## src/rtl/mem_port_arbiter_pkg.sv

```systemverilog
// Shared types for the IF/MEM single-port memory arbiter: FSM state and grant-side encodings.
// Pure declarations, no timing or flow control of its own.
package mem_port_arbiter_pkg;

  localparam int CNT_W = 4;

  typedef enum logic [1:0] {
    ST_IDLE     = 2'd0,
    ST_IF_BUSY  = 2'd1,
    ST_MEM_BUSY = 2'd2,
    ST_DONE     = 2'd3
  } state_t;

  typedef enum logic {
    GRANT_IF  = 1'b0,
    GRANT_MEM = 1'b1
  } grant_t;

endpackage

```

## src/rtl/mem_lat_counter.sv

```systemverilog
// Access-latency down-counter: load sets the count, dec steps toward zero, zero flags expiry.
// Updates one cycle after load/dec; saturates at zero, no backpressure.
import mem_port_arbiter_pkg::*;

module mem_lat_counter (
  input  logic             clk,
  input  logic             rst,
  input  logic             load,
  input  logic [CNT_W-1:0] load_val,
  input  logic             dec,
  output logic             zero
);

  logic [CNT_W-1:0] cnt;

  always_ff @(posedge clk) begin
    if (rst) begin
      cnt <= '0;
    end else if (load) begin
      cnt <= load_val;
    end else if (dec && (cnt != '0)) begin
      cnt <= cnt - 1'b1;
    end
  end

  assign zero = (cnt == '0);

endmodule

```

## src/rtl/mem_port_arbiter.sv

```systemverilog
// Round-robin sharing of one memory port between fetch and data stages; ready pulses MEM_LAT+1
// cycles after a grant. Losing/late requesters are stalled and simply wait, never dropped.
import mem_port_arbiter_pkg::*;

module mem_port_arbiter #(
  parameter int ADDR_W  = 32,
  parameter int DATA_W  = 32,
  parameter int MEM_LAT = 2
) (
  input  logic              clk,
  input  logic              rst,
  input  logic              if_req,
  input  logic [ADDR_W-1:0] if_addr,
  output logic [DATA_W-1:0] if_rdata,
  output logic              if_ready,
  input  logic              mem_rd_req,
  input  logic              mem_wr_req,
  input  logic [ADDR_W-1:0] mem_addr,
  input  logic [DATA_W-1:0] mem_wdata,
  output logic [DATA_W-1:0] mem_rdata,
  output logic              mem_ready,
  output logic              port_en,
  output logic              port_we,
  output logic [ADDR_W-1:0] port_addr,
  output logic [DATA_W-1:0] port_wdata,
  input  logic [DATA_W-1:0] port_rdata,
  output logic              stall_if,
  output logic              stall_mem
);

  generate
    if (MEM_LAT < 1 || MEM_LAT > 15) begin : g_bad_lat
      $error("mem_port_arbiter: MEM_LAT must be within 1..15");
    end
  endgenerate

  localparam logic [CNT_W-1:0] LOAD_VAL = CNT_W'(MEM_LAT - 1);

  state_t state;
  grant_t last_grant;
  logic   mem_pend;
  logic   grant_mem;
  logic   cnt_load;
  logic   cnt_dec;
  logic   cnt_zero;

  always_comb begin
    mem_pend  = mem_rd_req | mem_wr_req;
    // MEM wins a tie only when IF had the previous grant.
    grant_mem = mem_pend && (!if_req || (last_grant == GRANT_IF));
    cnt_load  = (state == ST_IDLE) && (mem_pend || if_req);
    cnt_dec   = ((state == ST_IF_BUSY) || (state == ST_MEM_BUSY)) && !cnt_zero;
  end

  mem_lat_counter u_lat_cnt (
    .clk      (clk),
    .rst      (rst),
    .load     (cnt_load),
    .load_val (LOAD_VAL),
    .dec      (cnt_dec),
    .zero     (cnt_zero)
  );

  always_ff @(posedge clk) begin
    if (rst) begin
      state      <= ST_IDLE;
      last_grant <= GRANT_IF;
      port_en    <= 1'b0;
      port_we    <= 1'b0;
      port_addr  <= '0;
      port_wdata <= '0;
      if_rdata   <= '0;
      mem_rdata  <= '0;
      if_ready   <= 1'b0;
      mem_ready  <= 1'b0;
    end else begin
      case (state)
        ST_IDLE: begin
          if (grant_mem) begin
            state      <= ST_MEM_BUSY;
            last_grant <= GRANT_MEM;
            port_en    <= 1'b1;
            port_we    <= mem_wr_req;
            port_addr  <= mem_addr;
            port_wdata <= mem_wdata;
          end else if (if_req) begin
            state      <= ST_IF_BUSY;
            last_grant <= GRANT_IF;
            port_en    <= 1'b1;
            port_we    <= 1'b0;
            port_addr  <= if_addr;
          end
        end
        ST_IF_BUSY: begin
          if (cnt_zero) begin
            if_rdata <= port_rdata;
            if_ready <= 1'b1;
            port_en  <= 1'b0;
            port_we  <= 1'b0;
            state    <= ST_DONE;
          end
        end
        ST_MEM_BUSY: begin
          if (cnt_zero) begin
            if (!port_we) begin
              mem_rdata <= port_rdata;
            end
            mem_ready <= 1'b1;
            port_en   <= 1'b0;
            port_we   <= 1'b0;
            state     <= ST_DONE;
          end
        end
        default: begin
          // Requests still high here see their ready pulse and must drop before IDLE re-arbitrates.
          if_ready  <= 1'b0;
          mem_ready <= 1'b0;
          state     <= ST_IDLE;
        end
      endcase
    end
  end

  assign stall_if  = if_req & ~if_ready;
  assign stall_mem = (mem_rd_req | mem_wr_req) & ~mem_ready;

endmodule
```

## config.mk

```make
export PLATFORM = sky130hd
export DESIGN_NAME = mem_port_arbiter
export DESIGN_NICKNAME = d
export VERILOG_FILES = /design/src/rtl/mem_port_arbiter_pkg.sv /design/src/rtl/mem_lat_counter.sv /design/src/rtl/mem_port_arbiter.sv
export SDC_FILE = /design/constraint.sdc
export NUM_CORES = 1
export LEC_CHECK = 0
export CAP_MARGIN = 20
export CELL_PAD_IN_SITES_DETAIL_PLACEMENT = 1
export CELL_PAD_IN_SITES_GLOBAL_PLACEMENT = 2
export CORE_MARGIN = 8
export CORE_UTILIZATION = 21
export CTS_CLUSTER_SIZE = 14
export DETAILED_ROUTE_END_ITERATION = 10
export GPL_TIMING_DRIVEN = 0
export PLACE_DENSITY_LB_ADDON = 0.3
export SYNTH_ARGS = -nofsm -noshare
export SYNTH_HDL_FRONTEND = slang
export SYNTH_SLANG_ARGS = --single-unit
export TNS_END_PERCENT = 30
```

## constraint.sdc

```tcl
create_clock -name clk -period 2.2 [get_ports clk]
set_input_delay 0.33 -clock clk [delete_from_list [all_inputs] [get_ports clk]]
set_output_delay 0.33 -clock clk [all_outputs]
set_load 0.1 [all_outputs]
```

## Word-level counts from Yosys, hierarchy flattened

Index checks and enable logic that the tools add are counted.

- Register bits after elaboration: 139
- Bits of input ports: 133
- Output and inout bits: 134
- Logic and storage cells: 74

- Add/sub/neg operators: 1
- Eq/ne operators: 6
- Multiplexer cells: 19
- Bitwise logic cells: 9
- Reductions and logical operators: 27

Operator list:

| kind | count |
|---|---|
| 32-bit 2-to-1 mux | 2 |
| 2-bit AND reduction | 6 |
| 1-bit 2-to-1 mux | 9 |
| 1-bit one-hot mux with 2 select lines | 4 |
| 2-bit OR reduction | 4 |
| 2-bit 2-to-1 mux | 3 |
| 1-bit NOT | 6 |
| 3-bit AND reduction | 2 |
| 2-bit nonzero test | 3 |
| 1-bit logical AND | 4 |
| 4-bit logical NOT | 1 |
| 2-bit != test (second input constant) | 2 |
| 2-bit one-hot mux with 2 select lines | 1 |
| 4-bit nonzero test | 1 |
| 4-bit by 1-bit subtractor with 4-bit output (second input constant) | 1 |
| 1-bit logical OR | 3 |
| 3-bit != test (second input constant) | 1 |
| 1-bit bitwise AND | 2 |
| 2-bit by 1-bit equality test with 1-bit output (second input constant) | 1 |
| 2-bit equality test (second input constant) | 1 |
| 1-bit logical NOT | 2 |
| 2-bit logical NOT | 1 |
| 2-bit by 1-bit != test with 1-bit output (second input constant) | 1 |
| 1-bit OR | 1 |

## Longest topological paths before layout

- Depth in word-level cells: 6
- Mapped depth: 7
- Gate-level depth less buffers: 5

## Cells and area by module

From an unflattened synthesis, not the netlist that was laid out.

- Cells, all modules: 682
- Area total of the unflattened synthesis: 5646.7 sq um

Modules (own cells, without submodules):

| module | instances | cells each | area each (sq um) | sequential area each (sq um) |
|---|---|---|---|---|
| mem_port_arbiter | 1 | 653 | 5383.9 | 2702.6 |
| mem_lat_counter | 1 | 29 | 262.8 | 80.1 |

## Worst setup path after synthesis

OpenSTA, ideal clock, no wires.

- Path type: register to output
- From: register if_ready
- To: output stall_if
- Arrival: 2125 ps
- Required time: 1870 ps
- Slack: -255 ps
- Cell stages (with the launch flop): 2
- Path buffers: 0
- Cells stage by stage: dfxtp_1 nor2b_1

- Longest elaborated chain between the ends: 2

RTL lines:

| what | line | text |
|---|---|---|
| start, declared | mem_port_arbiter.sv:15 | `output logic if_ready,` |
| start signal, assigned | mem_port_arbiter.sv:74 | `if_ready <= 1'b0;` |
| start signal, assigned | mem_port_arbiter.sv:97 | `if_ready <= 1'b1;` |
| start signal, assigned | mem_port_arbiter.sv:116 | `if_ready <= 1'b0;` |
| 1-bit NOT | mem_port_arbiter.sv:124 | `assign stall_if = if_req & ~if_ready;` |
| 1-bit bitwise AND | mem_port_arbiter.sv:124 |  |
| end, declared | mem_port_arbiter.sv:27 | `output logic stall_if,` |

Every way passes these cells.

## Worst setup path after layout

- From: register if_ready
- To: output if_ready

No word-level cell between the ends.

==> results.md <==
- Global-route wire length before repair: 37.3 mm
- Netlist Area Pre-Place: 0.00546 mm^2
- Routed Antenna Nets: 0
- Hold Buf Count CTS: 0
- Synth top area cells: dfxtp_1 (51%), a21oi_1 (9.4%), nand2_1 (9.2%)
- P&R area growth vs syn: 63.4%
- Req. time, crit path: 1.87 ns
- Max-slew violation count: 0
- Initial antenna violation count: 1
- Post-CTS Setup Repair Bufs: 0
- Syn Area/Cell: 7.93 um^2
- Slew margin rel.: 30.8%
- WL final: 24.5 mm
- Most common cell after layout, fill and taps aside: dfxtp_1
- Worst vdd ir: 551 uV
- Dpl ws: -0.471 ns
- Worst slew pin tran: 1.04 ns
- Status: completed
- Shortest period the worst path allows: 2.13 ns
- Crit path max fanout: 3
- Crit-path cells: dlygate4sd2_1
- CTS tree: yes
- Nets: 1110
- Routed len/inst: 18.6 um
- Vias per cell: 4.53
- IO Port Bufs: 265
- CTS Buf Count: 17
- Yosys warns: 0
- CORE AREA: 0.0258 mm^2
- Root buffer cell: clkbuf_16
- Max Clk Rate: 469 MHz
- Crit. End Element: output pin
- Yosys top cell area share: 51.0%
- # IOs: 267
- Die H: 177 um
- DR iter-0 viols: 219
- Row count: 59
- DP HPWL: 18.6 mm
- Placer's final routability congestion estimate: 0.734
- WP data arrival: 1.80 ns
- Ant. Diodes: 0
- First-pass DRT Iterations: 4
- Final cycle utilization of the critical path: 96.9%
- Final hold violation count: 0
- Seq cells post-synth: 139
- Initial Utilization: 21.2%
- CP top delay family: buffers and inverters
- Fraction of layout cells with a size suffix above 1: 4.47%
- Post-Syn Instances: 688
- Buf/Inv on CP: 1
- Clk_lat worst skew: 0.42 ns
- GRT Total Usage: 15.3%
- DR vias: 5974
- Residual DRC: 0
- Max Cap Viol: 0
- Netlist cell types: 39
- Sequential area share after synthesis: 51.0%
- Clock skew: 0.0110 ns
- Gr ovfl total: 0
- Commonest non-fill, non-tap cells in the layout: dfxtp_1 (139), nand2_1 (134), dlygate4sd2_1 (132)
- Slowest CP cell: dlygate4sd2_1
- Startpoint types: flip-flop
- Longest Clk Path Bufs: 2
- Pwr per Cell Area: 1550 mW/mm^2
- H-tree depth: 4
- CTS clock-pin slew for the worst setup and hold paths: 0.06 ns
- Pleak: 3.68 nW
- WS Path Type: flip-flop to output pin
- Synth area leader: dfxtp_1
- Vias in the first global route: 6362
- Clk sinks: 139
- Fin worst setup slack: 0.0673 ns
- Full die area: 0.0314 mm^2
- Max stage delay on crit path: 0.90 ns
- Die width: 177 um
- Unrepaired setup endpoints after global routing: false
- Hold/Removal Path Class: flip-flop to flip-flop
- Largest net degree at the start of global routing: 17
- Final setup viols: 0
- Post-Syn Nets: 826
- Setup_tns: 0 ns
==> where the power goes <==
part	internal, mW	switching (mW)	leakage (nW)
registers	3.12	0.305	1.14
clock network	1.48	1.20	0.248
logic	1.48	6.27	2.29
==> per-layer routing <==
layer  GRT usage [%]  wire length [um]
met5               0                11
met4            2.94               195
met3            7.49              2360
met2            24.5             11100
met1            18.4             10900
==> through the flow <==
stage / instance area, um^2 / power (mW) / cells / utilization, % / hold slack (ns)
after floorplan: 5460 / 9.35 / 688 / - / 0.466
after global placement: 8530 / 11.7 / 1288 / 33.1 / 0.443
after detailed placement: 8530 / 11.7 / 1288 / 33.1 / 0.447
after CTS: 8920 / 14.1 / 1320 / 34.6 / 0.429
after global routing: 8920 / 14.6 / 1320 / 34.6 / 0.466
final: 8920 / 13.8 / 1320 / 34.6 / 0.451
==> area by class of cell <==
type	instances	area, um^2
Inverter	8	30.0
Multi-Input combinational cell	475	2400
Timing Repair Buffer	265	2490
Buffer	66	259
Clock inverter	13	95.1
Sequential cell	139	2780
Clock buffer	19	443
Fill cell	3083	16800
Tap cell	335	419
==> synthesized netlist by cell type <==
library cell	n
nor2b_1	4
nor3b_2	1
nand4_1	1
clkinv_1	1
buf_2	1
nand3_1	66
nand2_1	134
or4b_1	1
nor4b_1	1
a2111oi_0	1
dfxtp_1	139
or4bb_1	1
and2_1	1
and4bb_2	1
a31o_2	1
o31a_1	2
buf_1	5
and4b_1	1
a21oi_1	103
clkbuf_1	59
a2bb2oi_1	1
a2111o_1	1
buf_6	1
or3_1	1
nor4_1	1
a31oi_1	32
o2bb2ai_1	1
o21ai_0	96
mux2i_1	1
o22ai_1	1
a211o_1	1
o211ai_2	2
inv_1	7
nand2b_1	1
ha_1	5
nor3_1	5
nor2_1	5
or3b_4	1
a211oi_1	1
==> registers in the layout (all words and copies together) (netlist names) <==
signal / cells
state: 2
if_rdata: 32
if_ready: 1
mem_rdata: 32
mem_ready: 1
last_grant: 1
port_wdata: 32
port_en: 1
u_lat_cnt.cnt: 4
port_we: 1
port_addr: 32
==> path summary, 6_finish.rpt <==
| check | from | endpoint | slack, ns | cells after the start |
|---|---|---|---|---|
| min reg2reg | if_rdata[25] | if_rdata[25] | 0.45 | 2 |
| min | if_rdata[25] | if_rdata[25] | 0.45 | 2 |
| max | if_ready | if_ready | 0.07 | 1 |
| max reg2reg | u_lat_cnt.cnt[0] | mem_rdata[17] | 0.16 | 6 |
==> repair_timing <==
| action | CTS | global route |
|---|---|---|
| gates resized for setup | 140 | 2 |
| gates cloned | 0 | 0 |
| endpoints found under the setup margin | 150 | 10 |
| hold endpoints to repair | 0 | 0 |
==> cells by family after synthesis <==
group / after synthesis / synth area share [%]
AOI/OAI and AO/OA: 243 / 24.0
and+or+nand+nor: 226 / 18.5
DFF: 139 / 51.0
buffers and inverters: 74 / 5.25
adders and majority gates: 5 / 1.15
muxes: 1 / 0.183
==> tightest hold or removal path, cell delays in order (launching register included) <==
cell and delay (ns):
dfxtp_1 0.30, nand2_1 0.05, a21oi_1 0.05
Power figures use the tool's default switching activity.
